`src/rtl/counter_pkg.sv`:
```
// Shared types and helpers for the modulo-N up/down counter.
//  cnt_mode_t    : terminal-count behaviour selector (RSVD behaves as WRAP)
//  params_legal  : elaboration-time parameter sanity check
package counter_pkg;

    typedef enum logic [1:0] {
        WRAP    = 2'b00,
        SAT     = 2'b01,
        ONESHOT = 2'b10,
        RSVD    = 2'b11
    } cnt_mode_t;

    // True when the width/modulus/prescale combination is usable.
    function automatic bit params_legal(input int width, input int modulus, input int prescale);
        return (width >= 32'sd1) && (width <= 32'sd30) &&
               (modulus >= 32'sd2) && (modulus <= (32'sd1 << width)) &&
               (prescale >= 32'sd1);
    endfunction

endpackage

```
`src/rtl/tick_prescaler.sv`:
```
// Enable prescaler: emits tick on every PRESCALE-th enabled cycle.
//  clk  : rising-edge clock
//  rst  : synchronous active-high reset
//  en   : count enable; when low the phase is held
//  clr  : synchronous restart of the phase (discards a partial count)
//  tick : high on the enabled cycle that completes a prescale period
// With PRESCALE=1 the phase register is constantly 0, so tick equals en.
module tick_prescaler #(
    parameter int PRESCALE = 1
) (
    input  logic clk,
    input  logic rst,
    input  logic en,
    input  logic clr,
    output logic tick
);

    localparam int PW = (PRESCALE > 1) ? $clog2(PRESCALE) : 1;
    localparam logic [PW-1:0] LAST = PW'(PRESCALE - 1);

    logic [PW-1:0] pre_r;

    // Phase counter over enabled cycles, wrapping at the end of each period.
    always_ff @(posedge clk) begin
        if (rst) begin
            pre_r <= '0;
        end else if (clr) begin
            pre_r <= '0;
        end else if (en) begin
            pre_r <= (pre_r == LAST) ? '0 : pre_r + PW'(1'b1);
        end else begin
            pre_r <= pre_r;
        end
    end

    assign tick = en & (pre_r == LAST);

endmodule

```
`src/rtl/updown_counter_mod.sv`:
```
// Parametrised modulo-MODULUS up/down counter with prescaler and
// wrap / saturate / one-shot terminal behaviour.
//  clk, rst  : clock and synchronous active-high reset
//  en, up    : count enable and direction (1 = up)
//  mode      : 00 WRAP, 01 SAT, 10 ONESHOT, 11 as WRAP
//  clr       : synchronous clear of count and flags
//  load      : synchronous load of load_val, clamped to MODULUS-1
//  cnt       : registered count
//  tc        : one-cycle pulse after a step taken at the boundary
//  ovf       : sticky boundary-hit flag
//  done      : one-shot finished, counter frozen until clr/load/rst
module updown_counter_mod
    import counter_pkg::*;
#(
    parameter int WIDTH    = 8,
    parameter int MODULUS  = 256,
    parameter int PRESCALE = 1
) (
    input  logic             clk,
    input  logic             rst,
    input  logic             en,
    input  logic             up,
    input  logic [1:0]       mode,
    input  logic             clr,
    input  logic             load,
    input  logic [WIDTH-1:0] load_val,
    output logic [WIDTH-1:0] cnt,
    output logic             tc,
    output logic             ovf,
    output logic             done
);

    if (!params_legal(WIDTH, MODULUS, PRESCALE)) begin : g_bad_params
        $error("updown_counter_mod: illegal WIDTH/MODULUS/PRESCALE");
    end

    localparam logic [WIDTH-1:0] MAX = WIDTH'(MODULUS - 1);

    logic [WIDTH-1:0] cnt_r, cnt_nxt_s;
    logic             tc_r, tc_nxt_s;
    logic             ovf_r, ovf_nxt_s;
    logic             done_r, done_nxt_s;
    logic             tick_s, step_s, at_b_s;

    // Loading also restarts the prescale phase.
    tick_prescaler #(.PRESCALE(PRESCALE)) u_pre (
        .clk  (clk),
        .rst  (rst),
        .en   (en),
        .clr  (clr | load),
        .tick (tick_s)
    );

    assign step_s = tick_s & ~done_r;
    assign at_b_s = up ? (cnt_r == MAX) : (cnt_r == '0);

    // Next-state selection: clr > load > step (rst handled in the register).
    always_comb begin
        cnt_nxt_s  = cnt_r;
        tc_nxt_s   = 1'b0;
        ovf_nxt_s  = ovf_r;
        done_nxt_s = done_r;
        if (clr) begin
            cnt_nxt_s  = '0;
            ovf_nxt_s  = 1'b0;
            done_nxt_s = 1'b0;
        end else if (load) begin
            cnt_nxt_s  = (load_val > MAX) ? MAX : load_val;
            done_nxt_s = 1'b0;
        end else if (step_s) begin
            if (!at_b_s) begin
                cnt_nxt_s = up ? cnt_r + WIDTH'(1'b1) : cnt_r - WIDTH'(1'b1);
            end else begin
                tc_nxt_s  = 1'b1;
                ovf_nxt_s = 1'b1;
                case (cnt_mode_t'(mode))
                    WRAP, RSVD: cnt_nxt_s  = up ? '0 : MAX;
                    SAT:        cnt_nxt_s  = cnt_r;
                    ONESHOT:    done_nxt_s = 1'b1;
                    default:    cnt_nxt_s  = up ? '0 : MAX;
                endcase
            end
        end else begin
            cnt_nxt_s = cnt_r;
        end
    end

    // Output/state registers.
    always_ff @(posedge clk) begin
        if (rst) begin
            cnt_r  <= '0;
            tc_r   <= 1'b0;
            ovf_r  <= 1'b0;
            done_r <= 1'b0;
        end else begin
            cnt_r  <= cnt_nxt_s;
            tc_r   <= tc_nxt_s;
            ovf_r  <= ovf_nxt_s;
            done_r <= done_nxt_s;
        end
    end

    assign cnt  = cnt_r;
    assign tc   = tc_r;
    assign ovf  = ovf_r;
    assign done = done_r;

endmodule
```
`config.mk`:
```
export PLATFORM = sky130hd
export DESIGN_NAME = updown_counter_mod
export DESIGN_NICKNAME = d
export VERILOG_FILES = /design/src/rtl/counter_pkg.sv /design/src/rtl/tick_prescaler.sv /design/src/rtl/updown_counter_mod.sv
export SDC_FILE = /design/constraint.sdc
export NUM_CORES = 1
export LEC_CHECK = 0
export ABC_AREA = 1
export CORE_AREA = 5 5 51 53
export DETAILED_ROUTE_END_ITERATION = 16
export DIE_AREA = 0 0 56 58
export PLACE_DENSITY = 0.81
export SYNTH_ARGS = -nofsm -noshare
export SYNTH_HDL_FRONTEND = slang
export SYNTH_SLANG_ARGS = --single-unit
```
`constraint.sdc`:
```
create_clock -name clk -period 2.2 [get_ports clk]
set_input_delay 0.33 -clock clk [delete_from_list [all_inputs] [get_ports clk]]
set_output_delay 0.33 -clock clk [all_outputs]
set_load 0.02 [all_outputs]
```
# == Yosys cells after proc, flatten, opt, wreduce, memory -nomap -nowiden ==
# Cells that the tools add are included.
# totals
register_bits,12
input_bits,16
output_inout_bits,11
# op_classes
addsub,3
order_cmp,1
n_eq_ne,4
mux,10
bitwise_logic,7
n_reduce_logical,11
# op_table
cell,n
2-to-1 mux 8 bit,7
"adder 8 x 1 -> 8 bit, second input constant",1
"== test 8 bit, second input constant",1
"greater-than comparator 8 bit, second input constant",1
zero test 8 bit,1
"subtractor 8 x 1 -> 8 bit, second input constant",1
AND reduction 3 bit,2
OR reduction 2 bit,3
"== test 2 bit, second input constant",2
inverter 1 bit,4
OR reduction 4 bit,1
2-to-1 mux 1 bit,3
"inequality test 3 x 2 -> 1 bit, second input constant",1
OR reduction 3 bit,1
AND 1 bit,2
zero test 2 bit,1
AND reduction 2 bit,1
nonzero test 2 bit,1
"adder 1 bit, second input constant",1
bitwise OR 1 bit,1

# == Depth between registers and ports, before layout ==
# logic_depth
word_depth,6
ltp_mapped,10
mapped_depth_nobuf,10

# == Cells and area by module ==
# Synthesis repeated with hierarchy kept, for this count alone.
# unflattened
cells_unflattened,148
area_unflattened_um2,947.2
# by_module_without_submodules
module,n_inst,cells_each,area_per_inst_um2,seq_area_each_um2
updown_counter_mod,1,147,939.7,220.2
tick_prescaler,1,1,7.5,0.0

# == Worst setup path after synthesis ==
# No wires, ideal clock.
# synth_timing
path_type,input port to flip-flop
startpoint,in up
endpoint,reg cnt_r[7] (netlist: cnt[7])
arrival_ns,1.464
t_required_ns,2.088
setup_slack_ns,0.625
stages,10
n_path_buf,0
cell_sequence,inv_1 > ha_1 > nand2_1 > nand2_1 > o21ai_0 > nand3_1 > nand2_1 > nor2_1 > nor2_1 > nor2_1
# synth_via
elab_chain_cells,5
# synth_lines
item,line_no,source
from (decl),updown_counter_mod.sv:22,"input logic up,"
2-to-1 mux 8 bit,updown_counter_mod.sv:77,"WRAP, RSVD: cnt_nxt_s = up ? '0 : MAX;"
2-to-1 mux 8 bit,updown_counter_mod.sv:76,case (cnt_mode_t'(mode))
2-to-1 mux 8 bit,updown_counter_mod.sv:71,if (!at_b_s) begin
2-to-1 mux 8 bit,updown_counter_mod.sv:70,end else if (step_s) begin
2-to-1 mux 8 bit,updown_counter_mod.sv:67,end else if (load) begin
to (signal assigned),updown_counter_mod.sv:96,cnt_r <= cnt_nxt_s;
to (decl),updown_counter_mod.sv:39,"logic [WIDTH-1:0] cnt_r, cnt_nxt_s;"
# Parallel ways exist; a longest one is shown, timed or not. The select of a mux whose other input is x is not followed.
# A chain may end at the register's enable or synchronous reset.

# == Worst setup path in the final report ==
# Same ends and word-level chain as after synthesis.

==> results.md <==
* Pwr Total at 0.604 mW
* Final hold vios at 0
* H-tree depth at 1
* Fraction of layout cells with a size suffix above 1 at 0.0732
* Slowest stage cell on the critical path: clkdlybuf4s50_1
* Pins Over Slew Limit at 0
* Syn_nets at about 200
* Initial antenna violation count at 0
* Req. time, crit path at roughly 2.4 ns
* CORE AREA at ~0.0021 sq mm
* CP max FO at 8
* Die ar. at 0.00325 sq mm
* Die Y at approximately 58 microns
* Global router's overall resource usage at 0.182
* Register area share after synthesis at 0.218
* Hold WC Path Type: reg -> reg
* Pwr Density at roughly 450 mW/mm^2
* Worst slew pin tran at about 0.32 ns
* Status: finished, final reports clean
* Period utilization at 0.896
* Critical Path AT at ~2.2 ns
* Syn Inst Count at about 170
* Yosys top cell area share at 0.218
* Setup violators final at 0
* DRC at 0
* Worst clock skew at about 0.00043 ns
* Max Cap Violations at 0
* Worst-path clk slew at roughly 0.07 ns
* Peak Freq at approximately 500 MHz
* Vias in the first global route at around 1100
* Leak at between 0.6 and 0.7 nW
* Maximum VDD drop at 0.000381 V
* Port Buffer Count at 26
* Critical-path cell list: clkdlybuf4s50_1 > inv_1 > ha_1 > nand2_1 > nand2_1 > o21ai_0 > nand3_1 > nand2_1 > nor2_1 > nor2_1 > nor2_1
* FF-to-FF setup slack at between 0.5 and 0.6 ns
* #FFs+latches synth at 11
* DRT iter0 DRCs at 39
* YS warnings at 0
* Worst setup EP type: flop
* Fill cell count at 203
* Cell row count at 17
* CTS Buffer Depth at 2
* Final ANT Viol Nets at 0
* GRT Residual Overflow at 0
* RePlAce Congestion at a little under 0.9
* Clk sinks at 11
* Via count at 1173
* Top Ports at 27
* Detailed Place HPWL at between 2 and 2.5 mm
* Largest net degree at the start of global routing at 9
* Min cycle time layout at 1.97 ns
* Setup CP Type: in -> reg
* Worst-Skew Late Latency at roughly 0.28 ns
* TritonCTS buffer count at 3
* DR pass1 iterations at 4
* Layout net count at 230
* Starting Density at 0.480
* Worst slew margin at 0.784
* Root Driver: clkbuf_4
* Vias per cell at 5.03
* Antenna cells at 0
* Post-synthesis average cell area at 5.80 sq um
* Postcts setup bufs at 0
* Die width at roughly 56 microns
* CP Launch Type: primary input
* Setup tns final at 0 ns
* Area contributors post-synth: dfxtp_1, nand2_1, nor2_1
* Global-route wire length before repair at around 4.8 mm
* WL/cell at 11.9 microns
* Count of cell types in the netlist at 22
* Fin util at 0.636
* Mapped Area at a little over 0.001 sq mm
* CTS tree: yes
* Hold Buf Count CTS at 0
* Yosys top cell by area: dfxtp_1
* RSZ-0062 raised after global routing: no
* WL final at between 2 and 3 mm
* Slowest stage delay, CP at around 0.48 ns
* Synth-to-layout area growth at 32.6%
* Post-CTS sizing at 0
## per-layer routing
| metal | GRT usage | part of all wire |
|---|---|---|
| met1 | 0.203 | 0.43 |
| met3 | 0.0334 | 0.061 |
| met2 | 0.322 | 0.49 |
| met4 | 0.108 | 0.022 |
| met5 | 0 | 0 |
## registers in the layout (all words and copies together) (netlist names)
signal	count
ovf	1
cnt	8
tc	1
done	1
## worst paths after layout
path,startpoint,cells past startpoint,end
setup / recovery,up,11,cnt[7]$_SDFFE_PP0P_
hold / removal,ovf$_SDFFE_PP0P_,2,ovf$_SDFFE_PP0P_
setup reg to reg,cnt[4]$_SDFFE_PP0P_,9,cnt[7]$_SDFFE_PP0P_
hold reg to reg,ovf$_SDFFE_PP0P_,2,ovf$_SDFFE_PP0P_
## critical path: cells and delay by family
kind            cells  cell delay (ns)
fa+ha+maj           1             0.39
compound gates      1             0.27
buf+inv             2             0.63
simple gates        7             0.54
## final cells by class
type	count	area, sq um	area share
timing repair buffer	27	268	0.200
tap	28	35.0	0.0262
multi-input combinational	137	692	0.517
clock buffer	4	26.3	0.0196
inverter	26	97.6	0.0729
sequential	11	220	0.164
## synthesized netlist by cell type, drive strengths merged
cell	count
o21ai	3
ha	7
a21oi	10
or2	1
nor2	46
xor2	2
inv	26
nand4	2
nand2	51
nor3	3
xnor2	1
dfxtp	11
o21a	1
nand3	9
fa	1
## metrics by stage
| stage | setup slack (ns) | hold WS (ns) | area [sq um] | cells |
|---|---|---|---|---|
| 6_report | 0.228 | 0.459 | 1340 | 233 |
| 5_1_grt | 0.0501 | 0.490 | 1340 | 233 |
| 4_1_cts | 0.262 | 0.457 | 1340 | 233 |
| 3_5_place_dp | -0.0347 | 0.444 | 1310 | 229 |
| 3_3_place_gp | 0.0723 | 0.440 | 1310 | 229 |
| 2_1_floorplan | 0.625 | 0.497 | 1010 | 174 |
## where the power goes
part,internal (mW),switching (mW)
sequential,0.209,0.0188
combinational,0.102,0.127
clock,0.0705,0.0762
## cell usage in the layout, fill, tap and decap left out, types with 2 or more instances in the layout
cell type / n
a21oi_1: 9
nand2_1: 47
nand3_2: 2
nand3_1: 7
o21ai_0: 2
clkbuf_4: 3
clkdlybuf4s50_1: 26
nor3_1: 3
ha_1: 7
nor2_1: 45
dfxtp_1: 11
xor2_1: 2
nand2_2: 3
nand4_1: 2
inv_1: 25
## logic make-up after synthesis
group,count (synthesis),share of synthesized area
adder cells (fa/ha/maj),8,0.107
flip-flops,11,0.218
XOR/XNOR,3,0.0260
AO/OA/AOI/OAI,14,0.0867
buffers and inverters,26,0.0967
AND/OR/NAND/NOR,112,0.466
Power figures use the tool's default switching activity.
